File: config.mk
export PLATFORM = sky130hd
export DESIGN_NAME = mdu
export DESIGN_NICKNAME = d
export VERILOG_FILES = /design/src/rtl/mdu_pkg.sv /design/src/rtl/mdu_divider.sv /design/src/rtl/mdu.sv
export SDC_FILE = /design/constraint.sdc
export NUM_CORES = 2
export LEC_CHECK = 0
export CAP_MARGIN = 10
export CORE_MARGIN = 4
export CORE_UTILIZATION = 35
export DETAILED_ROUTE_END_ITERATION = 10
export GPL_TIMING_DRIVEN = 1
export HOLD_SLACK_MARGIN = 0.05
export PLACE_DENSITY = 0.53
export SLEW_MARGIN = 30
export SYNTH_ARGS = -nofsm -noshare
export SYNTH_HDL_FRONTEND = slang
export SYNTH_HIERARCHICAL = 1
export SYNTH_SLANG_ARGS = --single-unit
File: constraint.sdc
create_clock -name clk -period 10.1 [get_ports clk]
set_input_delay 2.02 -clock clk [delete_from_list [all_inputs] [get_ports clk]]
set_output_delay 2.02 -clock clk [all_outputs]
set_load 0.03 [all_outputs]
File: src/rtl/mdu_pkg.sv
// Shared types for the execute stage: ALU and MDU operation encodings, MDU FSM states,
// and small decode helpers.
package mdu_pkg;

  typedef enum logic [3:0] {
    ALU_ADD, ALU_SUB, ALU_AND, ALU_OR, ALU_XOR,
    ALU_SLT, ALU_SLTU, ALU_SLL, ALU_SRL, ALU_SRA
  } alu_operation;

  typedef enum logic [2:0] {
    MDU_MUL    = 3'd0,
    MDU_MULH   = 3'd1,
    MDU_MULHSU = 3'd2,
    MDU_MULHU  = 3'd3,
    MDU_DIV    = 3'd4,
    MDU_DIVU   = 3'd5,
    MDU_REM    = 3'd6,
    MDU_REMU   = 3'd7
  } mdu_operation;

  typedef enum logic [1:0] {IDLE, MUL, DIV, DONE} mdu_state;

  function automatic logic is_div_op(mdu_operation op);
    return op inside {MDU_DIV, MDU_DIVU, MDU_REM, MDU_REMU};
  endfunction

  function automatic logic is_rem_op(mdu_operation op);
    return op inside {MDU_REM, MDU_REMU};
  endfunction

  function automatic logic is_signed_div(mdu_operation op);
    return op inside {MDU_DIV, MDU_REM};
  endfunction

endpackage

File: src/rtl/mdu_divider.sv
// Iterative restoring radix-2 divider: one quotient bit per cycle on magnitudes,
// sign fix-up on the outputs, single-cycle handling of divide-by-zero and signed overflow.
module mdu_divider
  import mdu_pkg::*;
#(
  parameter int unsigned DATA_WIDTH = 32
) (
  input  logic                  clk,
  input  logic                  rst,
  input  logic                  start,
  input  logic                  is_signed,
  input  logic                  flush,
  input  logic [DATA_WIDTH-1:0] dividend,
  input  logic [DATA_WIDTH-1:0] divisor,
  output logic                  done,
  output logic [DATA_WIDTH-1:0] quotient,
  output logic [DATA_WIDTH-1:0] remainder
);
  localparam int unsigned W  = DATA_WIDTH;
  localparam int unsigned CW = $clog2(W) + 1;

  logic [W-1:0]  rem_q, quo_q, dvs_q;
  logic [CW-1:0] cnt;
  logic          busy, neg_q, neg_r;
  logic          a_neg, b_neg, div_zero, overflow;
  logic [W-1:0]  a_mag, b_mag;
  logic [W:0]    partial, diff;

  always_comb begin
    a_neg    = is_signed & dividend[W-1];
    b_neg    = is_signed & divisor[W-1];
    a_mag    = a_neg ? ('0 - dividend) : dividend;
    b_mag    = b_neg ? ('0 - divisor) : divisor;
    div_zero = (divisor == '0);
    overflow = is_signed & (dividend == {1'b1, {(W-1){1'b0}}}) & (divisor == '1);
    // next dividend bit shifts out of the quotient register into the partial remainder
    partial  = {rem_q, quo_q[W-1]};
    diff     = partial - {1'b0, dvs_q};
  end

  always_ff @(posedge clk or posedge rst) begin
    if (rst) begin
      rem_q <= '0;
      quo_q <= '0;
      dvs_q <= '0;
      cnt   <= '0;
      busy  <= 1'b0;
      done  <= 1'b0;
      neg_q <= 1'b0;
      neg_r <= 1'b0;
    end else begin
      done <= 1'b0;
      if (flush) begin
        busy <= 1'b0;
        cnt  <= '0;
      end else if (start) begin
        if (div_zero || overflow) begin
          quo_q <= div_zero ? '1 : dividend;
          rem_q <= div_zero ? dividend : '0;
          neg_q <= 1'b0;
          neg_r <= 1'b0;
          busy  <= 1'b0;
          cnt   <= '0;
          done  <= 1'b1;
        end else begin
          rem_q <= '0;
          quo_q <= a_mag;
          dvs_q <= b_mag;
          neg_q <= a_neg ^ b_neg;
          neg_r <= a_neg;
          busy  <= 1'b1;
          cnt   <= CW'(W);
        end
      end else if (busy) begin
        if (!diff[W]) begin
          rem_q <= diff[W-1:0];
          quo_q <= {quo_q[W-2:0], 1'b1};
        end else begin
          rem_q <= partial[W-1:0];
          quo_q <= {quo_q[W-2:0], 1'b0};
        end
        cnt <= cnt - 1'b1;
        if (cnt == CW'(1)) begin
          busy <= 1'b0;
          done <= 1'b1;
        end
      end
    end
  end

  assign quotient  = neg_q ? ('0 - quo_q) : quo_q;
  assign remainder = neg_r ? ('0 - rem_q) : rem_q;

endmodule

File: src/rtl/mdu.sv
// Multiply/divide unit: single-cycle multiply through one shared signed product,
// iterative division delegated to mdu_divider, Start/Ready/Valid handshake with Flush.
module mdu
  import mdu_pkg::*;
#(
  parameter int unsigned DATA_WIDTH = 32
) (
  input  logic                  clk,
  input  logic                  rst,
  input  logic                  Start,
  input  logic [2:0]            MDUControl,
  input  logic [DATA_WIDTH-1:0] SrcA,
  input  logic [DATA_WIDTH-1:0] SrcB,
  input  logic                  Flush,
  output logic                  Ready,
  output logic                  Valid,
  output logic [DATA_WIDTH-1:0] MDUResult,
  output logic                  ZeroFlag,
  output logic                  NegativeFlag
);
  localparam int unsigned W = DATA_WIDTH;

  mdu_state             state;
  mdu_operation         ctl, op_q;
  logic [W-1:0]         a_q, b_q;
  logic                 accept, div_done;
  logic [W-1:0]         quotient, remainder, mul_res;
  logic signed [W:0]    mul_a, mul_b;
  logic signed [2*W-1:0] product;

  assign ctl    = mdu_operation'(MDUControl);
  assign accept = Start & Ready & ~Flush;

  mdu_divider #(.DATA_WIDTH(W)) u_divider (
    .clk       (clk),
    .rst       (rst),
    .start     (accept & is_div_op(ctl)),
    .is_signed (is_signed_div(ctl)),
    .flush     (Flush),
    .dividend  (SrcA),
    .divisor   (SrcB),
    .done      (div_done),
    .quotient  (quotient),
    .remainder (remainder)
  );

  // one extra sign bit per operand lets all four multiply flavours share a single signed product
  always_comb begin
    mul_a   = {(op_q inside {MDU_MULH, MDU_MULHSU}) & a_q[W-1], a_q};
    mul_b   = {(op_q == MDU_MULH) & b_q[W-1], b_q};
    product = (2*W)'(mul_a) * (2*W)'(mul_b);
    mul_res = (op_q == MDU_MUL) ? product[W-1:0] : product[2*W-1:W];
  end

  always_ff @(posedge clk or posedge rst) begin
    if (rst) begin
      state     <= IDLE;
      Valid     <= 1'b0;
      Ready     <= 1'b1;
      MDUResult <= '0;
      op_q      <= MDU_MUL;
      a_q       <= '0;
      b_q       <= '0;
    end else if (Flush) begin
      state <= IDLE;
      Valid <= 1'b0;
      Ready <= 1'b1;
    end else begin
      case (state)
        IDLE, DONE: begin
          Valid <= 1'b0;
          if (Start) begin
            op_q  <= ctl;
            a_q   <= SrcA;
            b_q   <= SrcB;
            Ready <= 1'b0;
            state <= is_div_op(ctl) ? DIV : MUL;
          end else begin
            Ready <= 1'b1;
            state <= IDLE;
          end
        end
        MUL: begin
          MDUResult <= mul_res;
          Valid     <= 1'b1;
          Ready     <= 1'b1;
          state     <= DONE;
        end
        DIV: begin
          if (div_done) begin
            MDUResult <= is_rem_op(op_q) ? remainder : quotient;
            Valid     <= 1'b1;
            Ready     <= 1'b1;
            state     <= DONE;
          end
        end
        default: state <= IDLE;
      endcase
    end
  end

  assign ZeroFlag     = (MDUResult == '0);
  assign NegativeFlag = MDUResult[W-1];

endmodule
Yosys cells after proc, flatten, opt, wreduce, memory -nomap -nowiden
Index checks and enable logic that the tools add are counted.
W data, S select, Z words.
{ "totals": {"reg_bits": 209, "latch_bits": 0, "ram_bits": 0, "romBits": 0, "in_bits": 71, "output_inout_bits": 36, "word_cells": 113, "mem_count": 0} }
{ "op_classes": {"add_sub_neg": 6, "multipliers": 1, "div": 0, "magnitude_cmp": 0, "n_eq_ne": 16, "n_shift": 0, "n_mux": 45, "bitwise": 12, "n_reduce_logical": 18} }
{ "op_table": {"columns": ["op", "count"], "rows": [
  ["$mux W32", 16],
  ["$sub A1 B32 Y32 const A", 4],
  ["$eq A32 B32 Y1 const B", 2],
  ["$logic_not A32 Y1", 2],
  ["$mul A33 B33 Y64", 1],
  ["$pmux W32 S2", 1],
  ["$sub A33 B32 Y33", 1],
  ["$mux W6", 4],
  ["$eq A3 B3 Y1 const B", 6],
  ["$mux W1", 17],
  ["$reduce_bool A2 Y1", 5],
  ["$and A1 B1 Y1", 9],
  ["$reduce_and A3 Y1", 3],
  ["$mux W2", 4],
  ["$eq A6 B1 Y1 const B", 1],
  ["$pmux W1 S3", 2],
  ["$pmux W2 S3", 1],
  ["$sub A6 B1 Y6 const B", 1],
  ["$eq A2 B2 Y1 const B", 2],
  ["$reduce_and A2 Y1", 2],
  ["$reduce_bool A4 Y1", 1],
  ["$eq A3 B1 Y1 const B", 1],
  ["$eq A3 B2 Y1 const B", 1],
  ["$logic_not A3 Y1", 1],
  ["other kinds (9)", 10]
]} }

Depth between registers and ports, before layout
{ "logic_depth": {"word_depth": 8, "mapped_depth": 32, "ltp_nobuf": 29} }

Cells and area by module
Netlist, hierarchy kept.
{ "modules_own_cells": {"columns": ["module", "instances", "cells_per_inst", "area_each_um2", "seq_area_each_um2"], "rows": [
  ["mdu", 1, 4711, 42806.1, 2578.7],
  ["mdu_divider", 1, 1195, 9362.7, 2652.5]
]} }

Worst setup path before layout
No wires, ideal clock.
{ "synth_path": {"kind": "register to register", "start": "register op_q[1]", "end": "register MDUResult[28]", "setup_time_ns": 0.121, "arrival_time_ns": 8.543, "required_ns": 9.979, "path_slack_ns": 1.436, "stages_incl_launch_ff": 28, "n_path_buf": 3, "synth_period_minus_slack_ns": 8.664, "path_cell_list": "dfrtp_1 clkbuf_1 xnor2_1 nor3b_1 clkbuf_1 nand2_1 fa_1 fa_1 inv_1 fa_1 inv_1 fa_1 inv_1 fa_1 fa_1 fa_1 inv_1 fa_1 inv_1 ha_1 clkbuf_1 nand4_1 or4_1 or3_1 a2111oi_2 o21a_1 o21ai_1 a22o_1"} }
{ "synth_via": {"elab_chain_cells": 6, "word_cells_on_any_way": 14, "cone_classes": "1 x mul; 4 x eq/ne; 4 x mux; 2 x bitwise; 3 x reduce/logical"} }
{ "synth_lines": {"columns": ["element", "line", "text"], "rows": [
  ["from (decl)", "mdu.sv:24", "mdu_operation ctl, op_q;"],
  ["from (signal assigned)", "mdu.sv:73", "op_q <= ctl;"],
  ["$eq A3 B1 Y1 or $eq A3 B2 Y1 (tied branches)", "mdu.sv:49, mdu.sv:50", null],
  ["$reduce_bool A2 Y1", "mdu.sv:49", "mul_a = {(op_q inside {MDU_MULH, MDU_MULHSU}) & a_q[W-1], a_q};"],
  ["$and A1 B1 Y1", "mdu.sv:49", null],
  ["$mul A33 B33 Y64", "mdu.sv:51", "product = (2*W)'(mul_a) * (2*W)'(mul_b);"],
  ["$mux W32", "mdu.sv:52", "mul_res = (op_q == MDU_MUL) ? product[W-1:0] : product[2*W-1:W];"],
  ["$pmux W32 S2 *", "mdu.sv:69", "case (state)"],
  ["to (signal assigned)", "mdu.sv:84", "MDUResult <= mul_res;"],
  ["to (signal assigned)", "mdu.sv:91", "MDUResult <= is_rem_op(op_q) ? remainder : quotient;"],
  ["to (decl)", "mdu.sv:17", "output logic [DATA_WIDTH-1:0] MDUResult,"]
]} }
Mark *: on every way between the ends. The rest lies on a longest branch, timed or not. The select of a mux whose other input is x is not followed.
A chain may end at the register's enable or synchronous reset.

Final worst setup path
Same ends and word-level chain as after synthesis.

==> impl_metrics.json <==
{
  "status": "finished clean",
  "synthTopCellsByCount": "inv_1, fa_1, nand2_1, clkbuf_1, and2_1",
  "synth_flop_cell": "dfrtp_1",
  "clock.fmax_mhz": 109,
  "synth-xor-area-share_pct": 3.71,
  "synth_edf_count": 0,
  "synthAdderAreaFrac_pct": 49.3,
  "synth_area_sq_mm": 0.0522,
  "hp-class": "reg2reg",
  "wl_per_cell_um": 20.9,
  "worstSetupStartpointType": "register",
  "yosysMostFrequentCell": "inv_1",
  "htreeDepth": 1,
  "cts_resized": 0,
  "skew_ns": 0.0237,
  "cts_setup_buffers": 0,
  "drive_gt1_share_pct": 5.35,
  "rows": 141,
  "cts_tree": "done",
  "grtUsageTotal_pct": 21.3,
  "place_congestion": 0.923,
  "crit_type": "reg2reg",
  "synth_compound_area_share_pct": 7.99,
  "ys_types": 81,
  "fp.dieH_um": 394,
  "syn_nets": 7356,
  "layout_min_cycle_time_ns": 9.14,
  "hold_end": "MDUResult[2]",
  "slew_viol_final": 0,
  "synth_top_area_share_pct": 43.2,
  "cts_hold_buf": 0,
  "dieArea_sq_mm": 0.155,
  "crit_path_max_incr_delay_ns": 0.69,
  "post-route-period-util_pct": 90.5,
  "regToRegStartpoint": "op_q[1]",
  "drt-total-wl_mm": 163,
  "crit_required_ns": 10.55,
  "synth_area_leader_cell": "fa_1",
  "drt_iter0_drc": 2581,
  "via_per_inst": 5.11,
  "firstDrtPassIters": 6,
  "reg2reg_slack_ns": 0.96,
  "synthToLayoutAreaGrowth_pct": 8.01,
  "drc": 0,
  "clk_pin_slew_ns": 0.07,
  "worst_pin_slew_ns": 1.02,
  "ioPinCount": 107,
  "ff_latch_area_sq_mm": 0.00525,
  "antenna_cells": 0,
  "hold_depth": 2,
  "synth_top_family_by_area": "adder cells",
  "num-nets-final": 7276,
  "setup-violations-final": 0,
  "muxShareOfSynthArea_pct": 2.01,
  "die_x_um": 394,
  "cts_buffers": 28,
  "critPathSlowestCell": "fa_2",
  "cts_root_buf": "clkbuf_16",
  "grt_max_degree": 70,
  "fin_tns_setup_ns": 0,
  "synthArstFlopShare_pct": 100,
  "ys_seq_elements": 209,
  "slew_headroom_pct": 32.2,
  "cts_sinks": 209,
  "grt_pass1_vias": 42500,
  "crit_path_max_fanout": 14,
  "dp_hpwl_mm": 136,
  "grt_overflow": 0,
  "worstHoldStart": "MDUResult[2]",
  "hold_violations": 0,
  "synth_warnings": 6,
  "clock_latency_ns": 0.57,
  "synthSimpleGateAreaFrac_pct": 15.7,
  "synthCells": 5906,
  "synthTopCellsByArea": "fa_1, dfrtp_1, inv_1",
  "synth-seq-area-share_pct": 10.0,
  "rsz0062_at_grt": "no",
  "vias": 39700,
  "numPortBuffers": 106,
  "worstPathArrival_ns": 9.60,
  "clockBufferDepth": 3,
  "multi_input_area_sq_mm": 0.0411,
  "ant_nets": 0,
  "antenna_found_initial": 6,
  "grt_pass1_wl_mm": 259,
  "endpoint_kind": "register",
  "r2r.worst_path.cells": 27,
  "synth_area_per_cell_sq_um": 8.83,
  "r2r-end": "MDUResult[28]",
  "coreArea_sq_mm": 0.148,
  "nFillCells": 15000,
  "start_util_pct": 35.3,
  "cap_viol_max_count": 0
}
==> worst max path at each step <==
stage                  from            end  slack, ns  cells after the start
finish              op_q[1]  MDUResult[28]       0.96                     27
global route        op_q[1]  MDUResult[28]       0.43                     27
CTS                 op_q[1]  MDUResult[28]       0.96                     27
detailed placement  op_q[1]  MDUResult[28]       0.99                     27
global placement    op_q[1]  MDUResult[28]       0.90                     27
floorplan           op_q[1]  MDUResult[28]       1.44                     27
==> cell families after synthesis <==
family | after synthesis
DFF | 209
muxes | 96
buffers and inverters | 1568
xor gates and xnor gates | 221
and+or+nand+nor | 1764
AOI/OAI and AO/OA | 669
adders and majority gates | 1379
==> through the flow <==
| stage | setup WS, ns | cell area, sq um | hold WS, ns | std cells | utilization, % |
|---|---|---|---|---|---|
| floorplan | 1.44 | 52200 | 0.485 | 5906 | - |
| global placement | 0.902 | 55400 | 0.508 | 7724 | 37.5 |
| detailed placement | 0.994 | 55400 | 0.513 | 7724 | 37.5 |
| CTS | 0.959 | 56300 | 0.526 | 7776 | 38.1 |
| global route | 0.434 | 56300 | 0.565 | 7778 | 38.1 |
| finish | 0.957 | 56300 | 0.526 | 7778 | 38.1 |
==> worst max-delay path, delay by kind of cell (launching register included) <==
family                     cells  cell delay (ns)
xor gates and xnor gates       1             0.20
DFF                            1             0.46
adders and majority gates      9             4.86
and+or+nand+nor                5             1.29
AOI/OAI and AO/OA              4             0.86
buffers and inverters          8             1.31
==> registers in the layout, indices dropped and copies added (netlist names) <==
signal           cells
u_divider/rem_q     32
Valid                1
MDUResult           32
u_divider/quo_q     32
op_q                 3
state                2
u_divider/busy       1
u_divider/cnt        6
b_q                 32
u_divider/dvs_q     32
u_divider/done       1
u_divider/neg_q      1
u_divider/neg_r      1
a_q                 32
Ready                1
==> final cells by class <==
cell class              count  area share (%)
clock buffers              42            1.46
clock inverters            10           0.147
multi-input cells        4129            72.9
repair buffers            233            3.67
flip-flops and latches    209            9.32
well taps                1930            4.29
inverters                1225            8.17
==> placed cells by master (no fill, tap or decap), types with 69 or more instances in the layout <==
cell type / count
inv_1: 1223
fa_1: 1125
nor2_1: 165
and2_1: 318
ha_1: 252
a21oi_1: 199
mux2_2: 69
nand2_1: 979
dfrtp_1: 190
o21ai_0: 184
clkdlybuf4s50_1: 106
buf_4: 120
xnor2_1: 171
==> layer usage <==
layer | up-vias | GRT usage [%] | share of wire, %
li1 | 17700 | - | -
met1 | 20800 | 29.9 | 45
met2 | 1008 | 35.5 | 47
met3 | 161 | 1.91 | 4.9
met4 | 0 | 5.44 | 3.0
met5 | - | 0 | 0
Power is left out: the tool's default activity adds up to more than one toggle a clock period on the data nets, which glitch-free logic cannot reach.
